## src/rtl/mult_defs.sv

```systemverilog
// Shared types and constants for the sequential multiplier.
// Latency: n/a (definitions only).
// Backpressure: n/a.
package mult_defs;

    localparam int WIDTH      = 32;
    localparam int MULT_ITERS = 32;
    localparam int CNT_W      = 5;

    typedef enum logic [1:0] {
        IDLE = 2'd0,
        BUSY = 2'd1,
        FIX  = 2'd2
    } state_t;

    // Magnitude of a two's complement word; the most negative value maps to
    // itself, which is the correct magnitude when read as unsigned.
    function automatic logic [WIDTH-1:0] abs_val(input logic [WIDTH-1:0] v);
        return v[WIDTH-1] ? ((~v) + WIDTH'(1)) : v;
    endfunction

endpackage

```

## src/rtl/mult_seq_if.sv

```systemverilog
// Operand/result bundle between the execute stage and the multiplier.
// Latency: n/a (wires only).
// Backpressure: none; the pipeline stalls on busy until data_resultRDY.
interface mult_seq_if;
    import mult_defs::*;

    logic             ctrl_MULT;
    logic [WIDTH-1:0] data_operandA;
    logic [WIDTH-1:0] data_operandB;
    logic [WIDTH-1:0] data_result;
    logic             data_exception;
    logic             data_resultRDY;
    logic             busy;

    modport master (
        output ctrl_MULT, data_operandA, data_operandB,
        input  data_result, data_exception, data_resultRDY, busy
    );

    modport slave (
        input  ctrl_MULT, data_operandA, data_operandB,
        output data_result, data_exception, data_resultRDY, busy
    );

endinterface

```

## src/rtl/add64.sv

```systemverilog
// 64-bit adder shared by the accumulate step and the final negation.
// Latency: combinational.
// Backpressure: none.
module add64 (
    input  logic [63:0] a,
    input  logic [63:0] b,
    output logic [63:0] sum
);

    // Carry-out is dropped: magnitudes never exceed 64 bits, and the
    // negation of zero must wrap back to zero.
    assign sum = a + b;

endmodule

```

## src/rtl/mult_seq.sv

```systemverilog
// Signed 32x32 shift-and-add multiplier, low word plus signed-overflow flag.
// Latency: 33 cycles from accepted start edge to the data_resultRDY edge.
// Backpressure: starts are accepted only in IDLE; pulses while busy are dropped.
module mult_seq
    import mult_defs::*;
(
    input  logic       clock,
    input  logic       reset,
    mult_seq_if.slave  bus
);

    state_t           state, state_nxt;
    logic [63:0]      mcand;
    logic [63:0]      acc;
    logic [WIDTH-1:0] magb;
    logic             neg;
    logic [CNT_W-1:0] count;

    logic [63:0]      add_a, add_b, add_sum;
    logic [63:0]      p64;
    logic             ovf;

    logic [WIDTH-1:0] result_q;
    logic             exc_q;
    logic             rdy_q;

    add64 u_add (
        .a   (add_a),
        .b   (add_b),
        .sum (add_sum)
    );

    // State register.
    always_ff @(posedge clock or negedge reset) begin
        if (!reset) state <= IDLE;
        else        state <= state_nxt;
    end

    // Next state and adder operand selection: accumulate in BUSY, negate in FIX.
    always_comb begin
        state_nxt = state;
        add_a     = acc;
        add_b     = mcand;
        case (state)
            IDLE: if (bus.ctrl_MULT) state_nxt = BUSY;
            BUSY: if (count == CNT_W'(MULT_ITERS - 1)) state_nxt = FIX;
            FIX: begin
                state_nxt = IDLE;
                add_a     = ~acc;
                add_b     = 64'd1;
            end
            default: state_nxt = IDLE;
        endcase
    end

    // Signed product and overflow: the upper 33 bits must all match the sign.
    always_comb begin
        p64 = neg ? add_sum : acc;
        ovf = !((&p64[63:31]) || !(|p64[63:31]));
    end

    // Operand capture, iteration datapath and registered outputs.
    always_ff @(posedge clock or negedge reset) begin
        if (!reset) begin
            mcand    <= '0;
            acc      <= '0;
            magb     <= '0;
            neg      <= 1'b0;
            count    <= '0;
            result_q <= '0;
            exc_q    <= 1'b0;
            rdy_q    <= 1'b0;
        end else begin
            rdy_q <= 1'b0;
            case (state)
                IDLE: begin
                    if (bus.ctrl_MULT) begin
                        mcand <= {32'd0, abs_val(bus.data_operandA)};
                        magb  <= abs_val(bus.data_operandB);
                        neg   <= bus.data_operandA[WIDTH-1] ^ bus.data_operandB[WIDTH-1];
                        acc   <= '0;
                        count <= '0;
                    end
                end
                BUSY: begin
                    if (magb[0]) acc <= add_sum;
                    mcand <= mcand << 1;
                    magb  <= magb >> 1;
                    count <= count + CNT_W'(1);
                end
                FIX: begin
                    result_q <= p64[31:0];
                    exc_q    <= ovf;
                    rdy_q    <= 1'b1;
                end
                default: ;
            endcase
        end
    end

    assign bus.data_result    = result_q;
    assign bus.data_exception = exc_q;
    assign bus.data_resultRDY = rdy_q;
    assign bus.busy           = (state != IDLE);

endmodule

```

## src/flat_wrapper.sv

```systemverilog
// flat-port wrapper written by rule: the top's interface ports become plain ports
module mult_seq_flat import mult_defs::*;
  (clock, reset, bus_ctrl_MULT, bus_data_operandA, bus_data_operandB, bus_data_result, bus_data_exception, bus_data_resultRDY, bus_busy);
  mult_seq_if bus_i ();
  input  logic clock;
  input  logic reset;
  input wire logic [$bits(bus_i.ctrl_MULT)-1:0] bus_ctrl_MULT;
  input wire logic [$bits(bus_i.data_operandA)-1:0] bus_data_operandA;
  input wire logic [$bits(bus_i.data_operandB)-1:0] bus_data_operandB;
  output wire logic [$bits(bus_i.data_result)-1:0] bus_data_result;
  output wire logic [$bits(bus_i.data_exception)-1:0] bus_data_exception;
  output wire logic [$bits(bus_i.data_resultRDY)-1:0] bus_data_resultRDY;
  output wire logic [$bits(bus_i.busy)-1:0] bus_busy;
  assign bus_i.ctrl_MULT = bus_ctrl_MULT;
  assign bus_i.data_operandA = bus_data_operandA;
  assign bus_i.data_operandB = bus_data_operandB;
  assign bus_data_result = bus_i.data_result;
  assign bus_data_exception = bus_i.data_exception;
  assign bus_data_resultRDY = bus_i.data_resultRDY;
  assign bus_busy = bus_i.busy;
  mult_seq u_core (.clock(clock), .reset(reset), .bus(bus_i));
endmodule
```

## config.mk

```make
export PLATFORM = sky130hd
export DESIGN_NAME = mult_seq_flat
export DESIGN_NICKNAME = d
export VERILOG_FILES = /design/src/rtl/mult_defs.sv /design/src/rtl/mult_seq_if.sv /design/src/rtl/add64.sv /design/src/rtl/mult_seq.sv /design/src/flat_wrapper.sv
export SDC_FILE = /design/constraint.sdc
export NUM_CORES = 1
export LEC_CHECK = 0
export CORE_MARGIN = 4
export CORE_UTILIZATION = 30
export CTS_CLUSTER_SIZE = 24
export DETAILED_ROUTE_END_ITERATION = 8
export GPL_TIMING_DRIVEN = 0
export PLACE_DENSITY = 0.47
export SLEW_MARGIN = 20
export SYNTH_ARGS = -nofsm -noshare
export SYNTH_HDL_FRONTEND = slang
export SYNTH_SLANG_ARGS = --single-unit
```

## constraint.sdc

```tcl
create_clock -name clock -period 5.6 [get_ports clock]
set_input_delay 0.56 -clock clock [delete_from_list [all_inputs] [get_ports clock]]
set_output_delay 0.56 -clock clock [all_outputs]
set_load 0.05 [all_outputs]
```

**Yosys cells after proc, flatten, opt, wreduce, memory -nomap -nowiden**

Cells that the tools add are included.

- Add/subtract/negate cells: 4
- Equality and inequality tests: 6
- Multiplexer cells: 18
- Bitwise logic cells: 4
- Reduce and logical (&&, ||, !) cells: 12

Operators with widths:

| cell | count |
|---|---|
| two-way mux 64 bit | 6 |
| one-hot mux 64 bit (2 select lines) | 2 |
| two-way mux 32 bit | 3 |
| adder 32 x 1 -> 32 bit, second input constant | 2 |
| adder 64 bit | 1 |
| inverter 32 bit | 2 |
| inverter 64 bit | 1 |
| one-hot mux 32 bit (2 select lines) | 1 |
| AND reduction 33 bit | 1 |
| OR reduction 33 bit | 1 |
| one-hot mux 5 bit (2 select lines) | 1 |
| AND reduction 2 bit | 3 |
| adder 5 x 1 -> 5 bit, second input constant | 1 |
| equality test 5 bit, second input constant | 1 |
| two-way mux 5 bit | 1 |
| two-way mux 2 bit | 2 |
| != test 2 x 1 -> 1 bit, second input constant | 2 |
| one-hot mux 2 bit (2 select lines) | 1 |
| nonzero test 2 bit | 2 |
| AND reduction 3 bit | 1 |
| equality test 2 x 1 -> 1 bit, second input constant | 1 |
| equality test 2 bit, second input constant | 1 |
| zero test 1 bit | 2 |
| zero test 2 bit | 1 |
| 4 further kinds | 4 |

- Bits in registers: 202
- Input port bits: 67

**Depth between registers and ports, before layout**

- Word-level depth: 8
- Depth in mapped cells: 20

**Hierarchy**

Synthesis repeated with hierarchy kept, for this count alone.

- Cell total of the unflattened synthesis: 1707
- Area, all modules: 14933.1 µm²

Modules (own cells, without submodules):

| module | times used | cells an instance | area an instance (µm²) | sequential area each (µm²) |
|---|---|---|---|---|
| mult_seq | 1 | 1153 | 11010.6 | 5054.8 |
| add64 | 1 | 554 | 3922.5 | 0.0 |

**Worst setup path before layout**

Ideal clock, no wire load.

- Path kind: register -> register
- Start point: register u_core.state[0]
- End point: register u_core.exc_q, in the netlist u_core.bus.data_exception
- Library setup time: 0.136 ns
- Data arrival time: 4.522 ns
- Data required time: 5.464 ns
- Setup slack: 0.942 ns
- Stages on the path, launching flop included: 21
- Path through: dfrtp_1 -> nand2b_1 -> clkbuf_8 -> clkbuf_1 -> clkbuf_1 -> xnor2_1 -> ha_1 -> inv_1 -> fa_1 -> nand2b_1 -> a2111oi_0 -> a211o_2 -> a21oi_1 -> a21oi_2 -> a31oi_2 -> o41ai_4 -> xor2_1 -> mux2_2 -> a211o_2 -> nor4_1 -> a31oi_1

- Word-level cells in the longest chain between the ends: 8

Ends and longest elaborated chain:

| what | RTL line | source |
|---|---|---|
| start, declared | mult_seq.sv:12 | `state_t state, state_nxt;` |
| start signal, assigned | mult_seq.sv:36 | `else state <= state_nxt;` |
| equality test 2 bit * | mult_seq.sv:44, mult_seq.sv:75 |  |
| two-way mux 64 bit | mult_seq.sv:44 | `case (state)` |
| adder 64 bit | add64.sv:12 | `assign sum = a + b;` |
| two-way mux 64 bit | mult_seq.sv:58 | `p64 = neg ? add_sum : acc;` |
| OR reduction 33 bit | mult_seq.sv:59 | `ovf = !((&p64[63:31]) \|\| !(\|p64[63:31]));` |
| zero test 1 bit | mult_seq.sv:59 |  |
| logical OR 1 bit | mult_seq.sv:59 |  |
| zero test 1 bit | mult_seq.sv:59 |  |
| end signal, assigned | mult_seq.sv:93 | `exc_q <= ovf;` |
| end, declared | mult_seq.sv:24 | `logic exc_q;` |

Mark *: on every way between the ends. The rest lies on a longest branch, timed or not.
A chain may end at the register's enable or synchronous reset.

**Final worst setup path**

Same ends and word-level chain as after synthesis.

==> impl_metrics.csv <==
group,metric,value,unit
outcome,status,"finished clean",
critical_path,crit_top_cell,"clkbuf_8",
critical_path,critPathKind,"reg -> reg",
floorplan,io_pins,102,
placement,gp_congestion,0.930,
synthesis,synth_nets,1956,
final_layout,layout_commonest_cell,"nand2_1",
synthesis,ys_seq_elements,202,
global_routing,antenna_found_initial,0,
detailed_routing,via_count,14300,
sta,final-max-slew-violation-count,0,
clock_tree,cts.sinks,202,
clock_tree,htreeDepth,1,
sta,maxSlewHeadroom,39.8,%
sta,hold_viol,0,
final_layout,nets,2099,
detailed_routing,drt_iter0_drc,1129,
clock_tree,cts_buffers,27,
clock_tree,clockBufferDepth,3,
pwr,leakagePower,7.57,nW
detailed_routing,drc_errors,0,
final_layout,drive_gt1_share,7.41,%
critical_path,required,6030,ps
clock_tree,path_clk_slew,60,ps
synthesis,synth_cells,1821,
floorplan,initial_core_util,30.5,%
detailed_routing,final_antenna_net_count,0,
sta,max_freq,0.190,GHz
pwr,ir_drop,268,µV
clock_tree,cts_root_buffer,"clkbuf_16",
detailed_routing,top_layer_used,"met4",
final_layout,final_cells,2657,
detailed_routing,vias_per_cell,5.39,
floorplan,die_y,234,µm
critical_path,path_delay_family,"compound AO/OA/AOI/OAI gates",
sta,clock-skew-final,32.1,ps
hold_path,hold_depth,2,
critical_path,r2r_start,"u_core.state[0]",
detailed_routing,wl_met3,2990,µm
sta,worstMarginPinSlew,903,ps
sta,timing.final.crit_share,94.0,%
final_layout,final_cell_mix,"nand2_1, o21ai_0, dfrtp_1",
critical_path,cp_max_fo,10,
run,maxCapViolCount,0,
synthesis,synth.yosys.seq_area_share,32.9,%
critical_path,path_cells,"nand2b_4 > clkbuf_8 > clkbuf_8 > clkbuf_8 > xnor2_1 > ha_1 > inv_1 > fa_1 > nand2b_1 > a2111oi_2 > a211o_2 > a21oi_2 > a21oi_2 > a31oi_4 > o41ai_4 > buf_4 > xor2_1 > mux2_2 > a211o_2 > nor4_1 > a31oi_1",
detailed_routing,dr.pass1.iters,6,
floorplan,die_area,0.0549,mm²
critical_path,end_kind,"flop",
critical_path,rr_endpoint,"u_core.bus.data_exception",
sta,setup_ws,336,ps
pwr,p_per_area,646,mW/mm²
hold_path,hp-start,"u_core.bus.data_result[27]",
global_routing,grt_overflow,0,
sta,fin_tns_setup,0,ps
hold_path,hold_end,"u_core.bus.data_result[27]",
critical_path,crit_buf_inv,5,
placement,dpl.hpwl,44000,µm
synthesis,synthesis.area,0.0154,mm²
detailed_routing,drt-total-wl,56000,µm
sta,fin_crit,5260,ps
global_routing,grt_pass1_wl,86200,µm
floorplan,rows,82,
clock_tree,cts_tree,"built",
global_routing,grt_usage,20.2,%
placement,portBuffers,101,
final_layout,diodes,0,
hold_path,hold_path_class,"reg -> reg",
critical_path,crit_slowest_cell,"fa_1",
detailed_routing,met2_length,25000,µm
synthesis,avgSynthCellArea,8.43,µm²
sta,setup_viol,0,
critical_path,critPathLaunchType,"flop",
placement,dp_cells,2596,
synthesis,synth-edff-count,0,
global_routing,grt_pass1_vias,14300,
sta,rsz0062_at_grt,"false",
placement,pre_cts_ws,-1350,ps
critical_path,arrival,5700,ps
detailed_routing,wire_per_inst,21.1,µm
floorplan,die_w,234,µm
critical_path,rr_worst_depth,21,
clock_tree,clock_latency,590,ps
critical_path,rrSetupSlack,340,ps
synthesis,synthFlopType,"dfrtp_1",
detailed_routing,m1WireLength,26400,µm
synthesis,ys_types,90,
final_layout,final_util,36.4,%
final_layout,syn2layout_area_growth,19.5,%
synthesis,ys.warnings.count,0,
global_routing,grt_max_degree,70,
synthesis,synthArstFlopShare,100,%
floorplan,core,0.0504,mm²
critical_path,cp_slowest_stage_delay,400,ps
[kinds of logic (layout without fill, tap and decap cells)]
group,after synthesis,after routing,synth area share (%)
AOI/OAI and AO/OA,585,585,24.5
xor gates and xnor gates,185,185,10.6
adders and majority gates,68,68,5.59
buffers and inverters,146,310,4.82
DFF,202,202,32.9
muxes,41,41,2.71
and+or+nand+nor,594,594,18.9
[sequential cells by signal (all words and copies together) (netlist names), 2 cells and up]
signal,flops
u_core.acc,64
u_core.bus.data_result,32
u_core.count,5
u_core.magb,32
u_core.mcand,64
u_core.state,2
[worst register-to-register path, stage by stage (launching register included)]
cell	delay, ps
dfrtp_1	370
nand2b_4	210
clkbuf_8	230
clkbuf_8	230
clkbuf_8	250
xnor2_1	150
ha_1	210
inv_1	60
fa_1	400
nand2b_1	240
a2111oi_2	340
a211o_2	240
a21oi_2	120
a21oi_2	280
a31oi_4	210
o41ai_4	330
buf_4	200
xor2_1	80
mux2_2	320
a211o_2	290
nor4_1	270
a31oi_1	120
[power by group]
| group | internal (W) | switching [W] |
|---|---|---|
| sequential | 0.00206 | 0.000536 |
| clock | 0.00102 | 0.000741 |
| combinational | 0.00279 | 0.00470 |
| total | 0.00586 | 0.00598 |
[synth_stat cells (50+ instances only)]
cell type,n,area [µm²]
ha_1,67,838
clkbuf_1,84,315
o21ai_0,215,1080
a22oi_1,60,450
a22o_1,50,438
a21oi_1,98,490
xor2_1,87,762
nor2_1,102,383
xnor2_1,98,858
nand2_1,247,927
dfrtp_1,202,5050
and2_1,69,432
[final cells by class]
| type | instances | area, µm² |
|---|---|---|
| clock inverter | 15 | 159 |
| sequential | 202 | 5050 |
| buffer | 119 | 667 |
| inverter | 26 | 97.6 |
| fill | 5244 | 32000 |
| multi-input combinational | 1473 | 9640 |
| tap | 672 | 841 |
| timing repair buffer | 115 | 1160 |
| clock buffer | 35 | 726 |
[timing repair]
item | 4_1_cts | 5_1_grt
pin swaps | 2 | 7
setup buffers | 2 | 9
hold buffers | 1 | 0
gates resized for setup | 20 | 11
hold endpoints to repair | 64 | 0
endpoints found under the setup margin | 16 | 1
[stage by stage]
step | total power [W] | area (µm²) | hold slack, ps
finish | 0.0118 | 18300 | 473
global route | 0.0128 | 18300 | 503
CTS | 0.0118 | 18300 | 483
detailed placement | 0.00987 | 17300 | 470
global placement | 0.00986 | 17200 | 465
floorplan | 0.00761 | 15400 | 264
[worst max-delay path by stage]
stage,cells past startpoint,slack (ps),from,to
after floorplan,20,940,u_core.state[0],u_core.bus.data_exception
after global placement,1,-5220,reset,u_core.mcand[49]
after detailed placement,20,-1350,u_core.state[0],u_core.bus.data_exception
after CTS,21,60,u_core.state[0],u_core.bus.data_exception
after global routing,21,30,u_core.state[0],u_core.bus.data_exception
final,21,340,u_core.state[0],u_core.bus.data_exception
[per-layer routing]
metal	global-route usage [%]	up-vias
met5	0	-
met3	2.90	86
met4	5.38	0
met2	32.3	427
li1	-	6870
met1	28.7	6950
Power figures use the tool's default switching activity.
